<file path="src/rtl/nes_oam_dma_if.sv">
// Sprite-DMA bus bundle: CPU-bus snoop inputs plus the spr requester port of nes_bus.
// The DMA engine connects through the master modport; the bus or arbiter side uses slave.
interface nes_oam_dma_if;
  logic [15:0] i_bus_addr;
  logic [7:0]  i_bus_wdata;
  logic        i_bus_wn;
  logic        o_spr_req;
  logic        i_spr_gnt;
  logic [15:0] o_spr_addr;
  logic        o_spr_wn;
  logic [7:0]  o_spr_wdata;
  logic [7:0]  i_spr_rdata;
  logic        o_busy;

  modport master (
    input  i_bus_addr, i_bus_wdata, i_bus_wn, i_spr_gnt, i_spr_rdata,
    output o_spr_req, o_spr_addr, o_spr_wn, o_spr_wdata, o_busy
  );

  modport slave (
    output i_bus_addr, i_bus_wdata, i_bus_wn, i_spr_gnt, i_spr_rdata,
    input  o_spr_req, o_spr_addr, o_spr_wn, o_spr_wdata, o_busy
  );
endinterface

</file>
<file path="src/rtl/nes_oam_dma.sv">
// Sprite DMA: a write to TRIG_ADDR copies CPU page $XX00-$XXFF into OAM through OAM_ADDR.
// Define NES_OAM_DMA_ALIGN_EN to add the extra dummy read when HALT completes on an odd cycle.
module nes_oam_dma #(
  parameter logic [15:0] TRIG_ADDR = 16'h4014,
  parameter logic [15:0] OAM_ADDR  = 16'h2004
) (
  input  logic          i_clk,
  input  logic          i_rst,
  nes_oam_dma_if.master bus
);

  localparam logic [2:0] S_IDLE  = 3'd0;
  localparam logic [2:0] S_HALT  = 3'd1;
`ifdef NES_OAM_DMA_ALIGN_EN
  localparam logic [2:0] S_ALIGN = 3'd2;
`endif
  localparam logic [2:0] S_READ  = 3'd3;
  localparam logic [2:0] S_WRITE = 3'd4;

  logic [2:0]  r_state;
  logic [7:0]  r_page;
  logic [7:0]  r_index;
  logic        r_req;
  logic [15:0] r_addr;
  logic        r_wn;
  logic [7:0]  r_wdata;

  logic       w_trig;
  logic       w_last;
  logic [2:0] w_halt_next;

  assign w_trig = !bus.i_bus_wn && (bus.i_bus_addr == TRIG_ADDR);
  assign w_last = (r_index == 8'hFF);

`ifdef NES_OAM_DMA_ALIGN_EN
  // Free-running phase bit standing in for the CPU get/put cycle.
  logic r_parity;

  always_ff @(posedge i_clk) begin
    if (i_rst) r_parity <= 1'b0;
    else       r_parity <= ~r_parity;
  end

  assign w_halt_next = r_parity ? S_ALIGN : S_READ;
`else
  assign w_halt_next = S_READ;
`endif

  // Outputs are loaded together with the state so each beat's bus fields are registered.
  always_ff @(posedge i_clk) begin
    if (i_rst) begin
      r_state <= S_IDLE;
      r_page  <= 8'h00;
      r_index <= 8'h00;
      r_req   <= 1'b0;
      r_addr  <= 16'h0000;
      r_wn    <= 1'b1;
      r_wdata <= 8'h00;
    end else begin
      case (r_state)
        S_IDLE: begin
          if (w_trig) begin
            r_page  <= bus.i_bus_wdata;
            r_index <= 8'h00;
            r_state <= S_HALT;
            r_req   <= 1'b1;
            r_addr  <= {bus.i_bus_wdata, 8'h00};
            r_wn    <= 1'b1;
          end
        end
        // HALT, ALIGN and the first READ share {page,8'h00}, so the address needs no reload.
        S_HALT: begin
          if (bus.i_spr_gnt) r_state <= w_halt_next;
        end
`ifdef NES_OAM_DMA_ALIGN_EN
        S_ALIGN: begin
          if (bus.i_spr_gnt) r_state <= S_READ;
        end
`endif
        S_READ: begin
          if (bus.i_spr_gnt) begin
            r_wdata <= bus.i_spr_rdata;
            r_state <= S_WRITE;
            r_addr  <= OAM_ADDR;
            r_wn    <= 1'b0;
          end
        end
        S_WRITE: begin
          if (bus.i_spr_gnt) begin
            r_wn <= 1'b1;
            if (w_last) begin
              r_state <= S_IDLE;
              r_req   <= 1'b0;
              r_index <= 8'h00;
              r_addr  <= 16'h0000;
            end else begin
              r_index <= r_index + 8'd1;
              r_addr  <= {r_page, r_index + 8'd1};
              r_state <= S_READ;
            end
          end
        end
        default: begin
          r_state <= S_IDLE;
          r_req   <= 1'b0;
        end
      endcase
    end
  end

  assign bus.o_spr_req   = r_req;
  assign bus.o_busy      = r_req;
  assign bus.o_spr_addr  = r_addr;
  assign bus.o_spr_wn    = r_wn;
  assign bus.o_spr_wdata = r_wdata;

endmodule

</file>
<file path="src/flat_wrapper.sv">
// flat-port wrapper written by rule: the top's interface ports become plain ports
module nes_oam_dma_flat 
#(
  parameter logic [15:0] TRIG_ADDR = 16'h4014,
  parameter logic [15:0] OAM_ADDR  = 16'h2004
)
  (i_clk, i_rst, bus_i_bus_addr, bus_i_bus_wdata, bus_i_bus_wn, bus_i_spr_gnt, bus_i_spr_rdata, bus_o_spr_req, bus_o_spr_addr, bus_o_spr_wn, bus_o_spr_wdata, bus_o_busy);
  nes_oam_dma_if bus_i ();
  input  logic i_clk;
  input  logic i_rst;
  input wire logic [$bits(bus_i.i_bus_addr)-1:0] bus_i_bus_addr;
  input wire logic [$bits(bus_i.i_bus_wdata)-1:0] bus_i_bus_wdata;
  input wire logic [$bits(bus_i.i_bus_wn)-1:0] bus_i_bus_wn;
  input wire logic [$bits(bus_i.i_spr_gnt)-1:0] bus_i_spr_gnt;
  input wire logic [$bits(bus_i.i_spr_rdata)-1:0] bus_i_spr_rdata;
  output wire logic [$bits(bus_i.o_spr_req)-1:0] bus_o_spr_req;
  output wire logic [$bits(bus_i.o_spr_addr)-1:0] bus_o_spr_addr;
  output wire logic [$bits(bus_i.o_spr_wn)-1:0] bus_o_spr_wn;
  output wire logic [$bits(bus_i.o_spr_wdata)-1:0] bus_o_spr_wdata;
  output wire logic [$bits(bus_i.o_busy)-1:0] bus_o_busy;
  assign bus_i.i_bus_addr = bus_i_bus_addr;
  assign bus_i.i_bus_wdata = bus_i_bus_wdata;
  assign bus_i.i_bus_wn = bus_i_bus_wn;
  assign bus_i.i_spr_gnt = bus_i_spr_gnt;
  assign bus_i.i_spr_rdata = bus_i_spr_rdata;
  assign bus_o_spr_req = bus_i.o_spr_req;
  assign bus_o_spr_addr = bus_i.o_spr_addr;
  assign bus_o_spr_wn = bus_i.o_spr_wn;
  assign bus_o_spr_wdata = bus_i.o_spr_wdata;
  assign bus_o_busy = bus_i.o_busy;
  nes_oam_dma #(.TRIG_ADDR(TRIG_ADDR), .OAM_ADDR(OAM_ADDR)) u_core (.i_clk(i_clk), .i_rst(i_rst), .bus(bus_i));
endmodule
</file>
<file path="config.mk">
export PLATFORM = sky130hd
export DESIGN_NAME = nes_oam_dma_flat
export DESIGN_NICKNAME = d
export VERILOG_FILES = /design/src/rtl/nes_oam_dma_if.sv /design/src/rtl/nes_oam_dma.sv /design/src/flat_wrapper.sv
export SDC_FILE = /design/constraint.sdc
export NUM_CORES = 1
export LEC_CHECK = 0
export ABC_AREA = 1
export CORE_ASPECT_RATIO = 1.75
export CORE_UTILIZATION = 51
export DETAILED_ROUTE_END_ITERATION = 8
export GPL_ROUTABILITY_DRIVEN = 1
export PLACE_DENSITY = 0.84
export SYNTH_ARGS = -nofsm -noshare
export SYNTH_HDL_FRONTEND = slang
export SYNTH_SLANG_ARGS = --single-unit
</file>
<file path="constraint.sdc">
create_clock -name i_clk -period 2.9 [get_ports i_clk]
set_input_delay 0.87 -clock i_clk [delete_from_list [all_inputs] [get_ports i_clk]]
set_output_delay 0.87 -clock i_clk [all_outputs]
set_load 0.005 [all_outputs]
</file>
==> flow_summary.toml <==
[route]
ant_nets = 0
first_pass_iters = 4
vias_per_cell = 5.21
dr_total_vias = 2226
drt_first_iter_violations = 81
wirelength_mm = 5.45
wire_per_inst_um = 12.8
drc = 0

[yosys]
synth-warning-count = 0
synth_top_area_share_pct = 40.9
yosysTopAreaCell = "dfxtp_1"
synthesis.nets = 354
ys_ff_latch = 45
synth.distinct_cells = 32
yosysSeqAreaShare_pct = 40.9
synth.avg_cell_area_um2 = 6.94
synth_area_mm2 = 0.00220
synthCells = 317
yosys-top-cells-area = "dfxtp_1, nand2_1, a21oi_1"

[power]
p_seq_share_pct = 56.3
combPwrFrac_pct = 7.0
p_sw_share_pct = 23.6
ir_worst_vdd_uv = 377
p_int_mw = 0.838
switchingPower_mw = 0.258
powerDensity_mw_per_mm2 = 377
clock_power_share_pct = 36.6
p_leak_nw = 1.18

[global_routing]
grt_max_degree = 24
overflow = 0
grt_pass1_wl_mm = 8.83
antenna_found_initial = 0
grt_pass1_vias = 2081
grt_util_all_layers_pct = 25.8

[placement]
dp_slack_ns = 0.250
post-place-cells = 419
dpl_cell_area_mm2 = 0.00282
gp_congestion = 0.841
dp_hpwl_mm = 4.04
io_buffer_count = 62

[timing]
setup_ws_ns = 0.588
setup_viol = 0
hold_viol_final = 0
slew_headroom_pct = 54.5
max_freq_mhz = 433
finalClockSkew_ns = 0.0127
fin_crit_sh_pct = 79.7
tightest_slew_ns = 0.682
fin_crit_ns = 2.31
rsz0062_at_grt = "no"
final_max_slew_viol_count = 0
tns_ns = 0

[critical_path]
crit_path_end_kind = "flop"
start_kind = "primary input"
arrival_ns = 2.57
path_class = "primary input to flop"
crit_fanout = 18
reg2reg_from = "u_core.r_state[0]"
startpoint = "bus_i_bus_addr[3]"
worstPathRequired_ns = 3.15

[finish]
final_cells = 427
area_delta_synth_final_pct = 32.1
final_area_mm2 = 0.00291
num_antenna_cells = 0
drive_above_1_share_pct = 7.41
nets = 414

[floorplan]
die_x_um = 51.7
core_mm2 = 0.00415
num_io_pins = 63
fp.dieH_um = 88.9
dieArea_mm2 = 0.00459
initial_core_util_pct = 53.0
rows = 31

[min_path]
hp-start = "u_core.bus.o_spr_addr[11]"
hold_class = "flop to flop"

[clock_tree]
cts_buffers = 5
clk_path_buf_depth = 2
cts_resized = 0
htreeDepth = 2
hold_buffers = 0
tritoncts = "done"
insertion_delay_ns = 0.32
post_cts_buffers = 0
ctsRootBufferMaster = "clkbuf_8"
clock_sinks = 45
cts.clk_slew.worst_paths_ns = 0.10

[status]
status = "complete, no violations"

[job]
cap_violations = 0
state kept, by name (all words and copies together), names as in the netlist:
signal / count
u_core.bus.o_busy: 1
u_core.bus.o_spr_addr: 16
u_core.bus.o_spr_wdata: 8
u_core.bus.o_spr_wn: 1
u_core.r_index: 8
u_core.r_page: 8
u_core.r_state: 3
worst max-delay path, stage by stage:
cell and delay [ns]:
clkdlybuf4s50_1 0.39, or2_0 0.21, nor2_1 0.10, nand3_1 0.17
nand2_4 0.23, nand3_2 0.27, nand2_1 0.13, nand2_1 0.06
nor2_1 0.12
synth_stat cells:
| cell type | instances |
|---|---|
| o21ai_1 | 2 |
| nand2_1 | 81 |
| nor2_2 | 2 |
| nor2_1 | 37 |
| o211ai_1 | 1 |
| a31oi_1 | 1 |
| nand4_1 | 6 |
| buf_8 | 1 |
| or2_0 | 1 |
| a22oi_4 | 1 |
| nand2_4 | 3 |
| a21oi_1 | 32 |
| inv_2 | 2 |
| buf_2 | 2 |
| nand3_2 | 1 |
| xor2_1 | 1 |
| buf_4 | 3 |
| o21ai_0 | 15 |
| nor3_1 | 2 |
| nand2_2 | 2 |
| ha_1 | 1 |
| clkbuf_1 | 4 |
| nand3_1 | 31 |
| or2_2 | 1 |
| a21oi_2 | 2 |
| nor3b_1 | 1 |
| buf_6 | 3 |
| inv_1 | 29 |
| nor2_4 | 2 |
| clkinv_1 | 1 |
| dfxtp_1 | 45 |
| nand3b_1 | 1 |
final timing paths:
kind | end | slack [ns] | cells after the start
hold reg to reg | u_core.bus.o_spr_addr[11] | 0.46 | 2
hold / removal | u_core.bus.o_spr_addr[11] | 0.46 | 2
setup / recovery | u_core.r_index[5] | 0.59 | 9
setup reg to reg | u_core.bus.o_spr_addr[7] | 1.00 | 7
metal layers:
metal	part of all wire, %	vias to the layer above	GRT usage, %
li1	-	1141	-
met1	38	1022	26.0
met2	56	46	48.2
met3	2.4	17	4.08
met4	3.8	0	15.2
met5	0	-	0
placed cells by master (no fill, tap or decap), drive strengths merged:
| cell type | n |
|---|---|
| or2 | 2 |
| o211ai | 1 |
| a21oi | 34 |
| clkinv | 2 |
| buf | 4 |
| nand2 | 86 |
| a22oi | 1 |
| nor3 | 2 |
| clkbuf | 5 |
| nand4 | 6 |
| clkinvlp | 1 |
| a31oi | 1 |
| nor2 | 41 |
| xor2 | 1 |
| dfxtp | 45 |
| o21ai | 17 |
| inv | 32 |
| nand3b | 1 |
| nand3 | 32 |
| clkdlybuf4s50 | 62 |
| nor3b | 1 |
| ha | 1 |
layout make-up:
class                      instances  area [um2]
clock buffer                       5        68.8
clock inverter                     3        21.3
fill                             336        1240
inverter                          32         120
multi-input combinational        227        1080
sequential                        45         901
tap                               49        61.3
timing repair buffer              66         651
metrics by stage:
| stage | util (%) | hold WS, ns | power, mW |
|---|---|---|---|
| after floorplan | - | 0.449 | 0.655 |
| after global placement | 67.9 | 0.448 | 0.708 |
| after detailed placement | 67.9 | 0.457 | 0.709 |
| after CTS | 70.0 | 0.471 | 1.10 |
| after global routing | 70.0 | 0.494 | 1.13 |
| final | 70.0 | 0.465 | 1.10 |
cells by family (layout without fill, tap and decap cells):
kind of cell	after synthesis	count (layout)	synth area share, %
and+or+nand+nor	171	171	34.7
xor gates and xnor gates	1	1	0.398
buffers and inverters	45	106	9.83
AOI/OAI and AO/OA	54	54	13.5
adders and majority gates	1	1	0.568
DFF	45	45	40.9
power by group through the flow:
stage	combinational, mW	clock (mW)	sequential, mW
after detailed placement	0.0768	0	0.632
final	0.0768	0.402	0.618
after global routing	0.0832	0.426	0.618
after floorplan	0.0226	0	0.632
after CTS	0.0769	0.408	0.618
after global placement	0.0756	0	0.632
No activity file was read; power rests on OpenSTA's default activity.
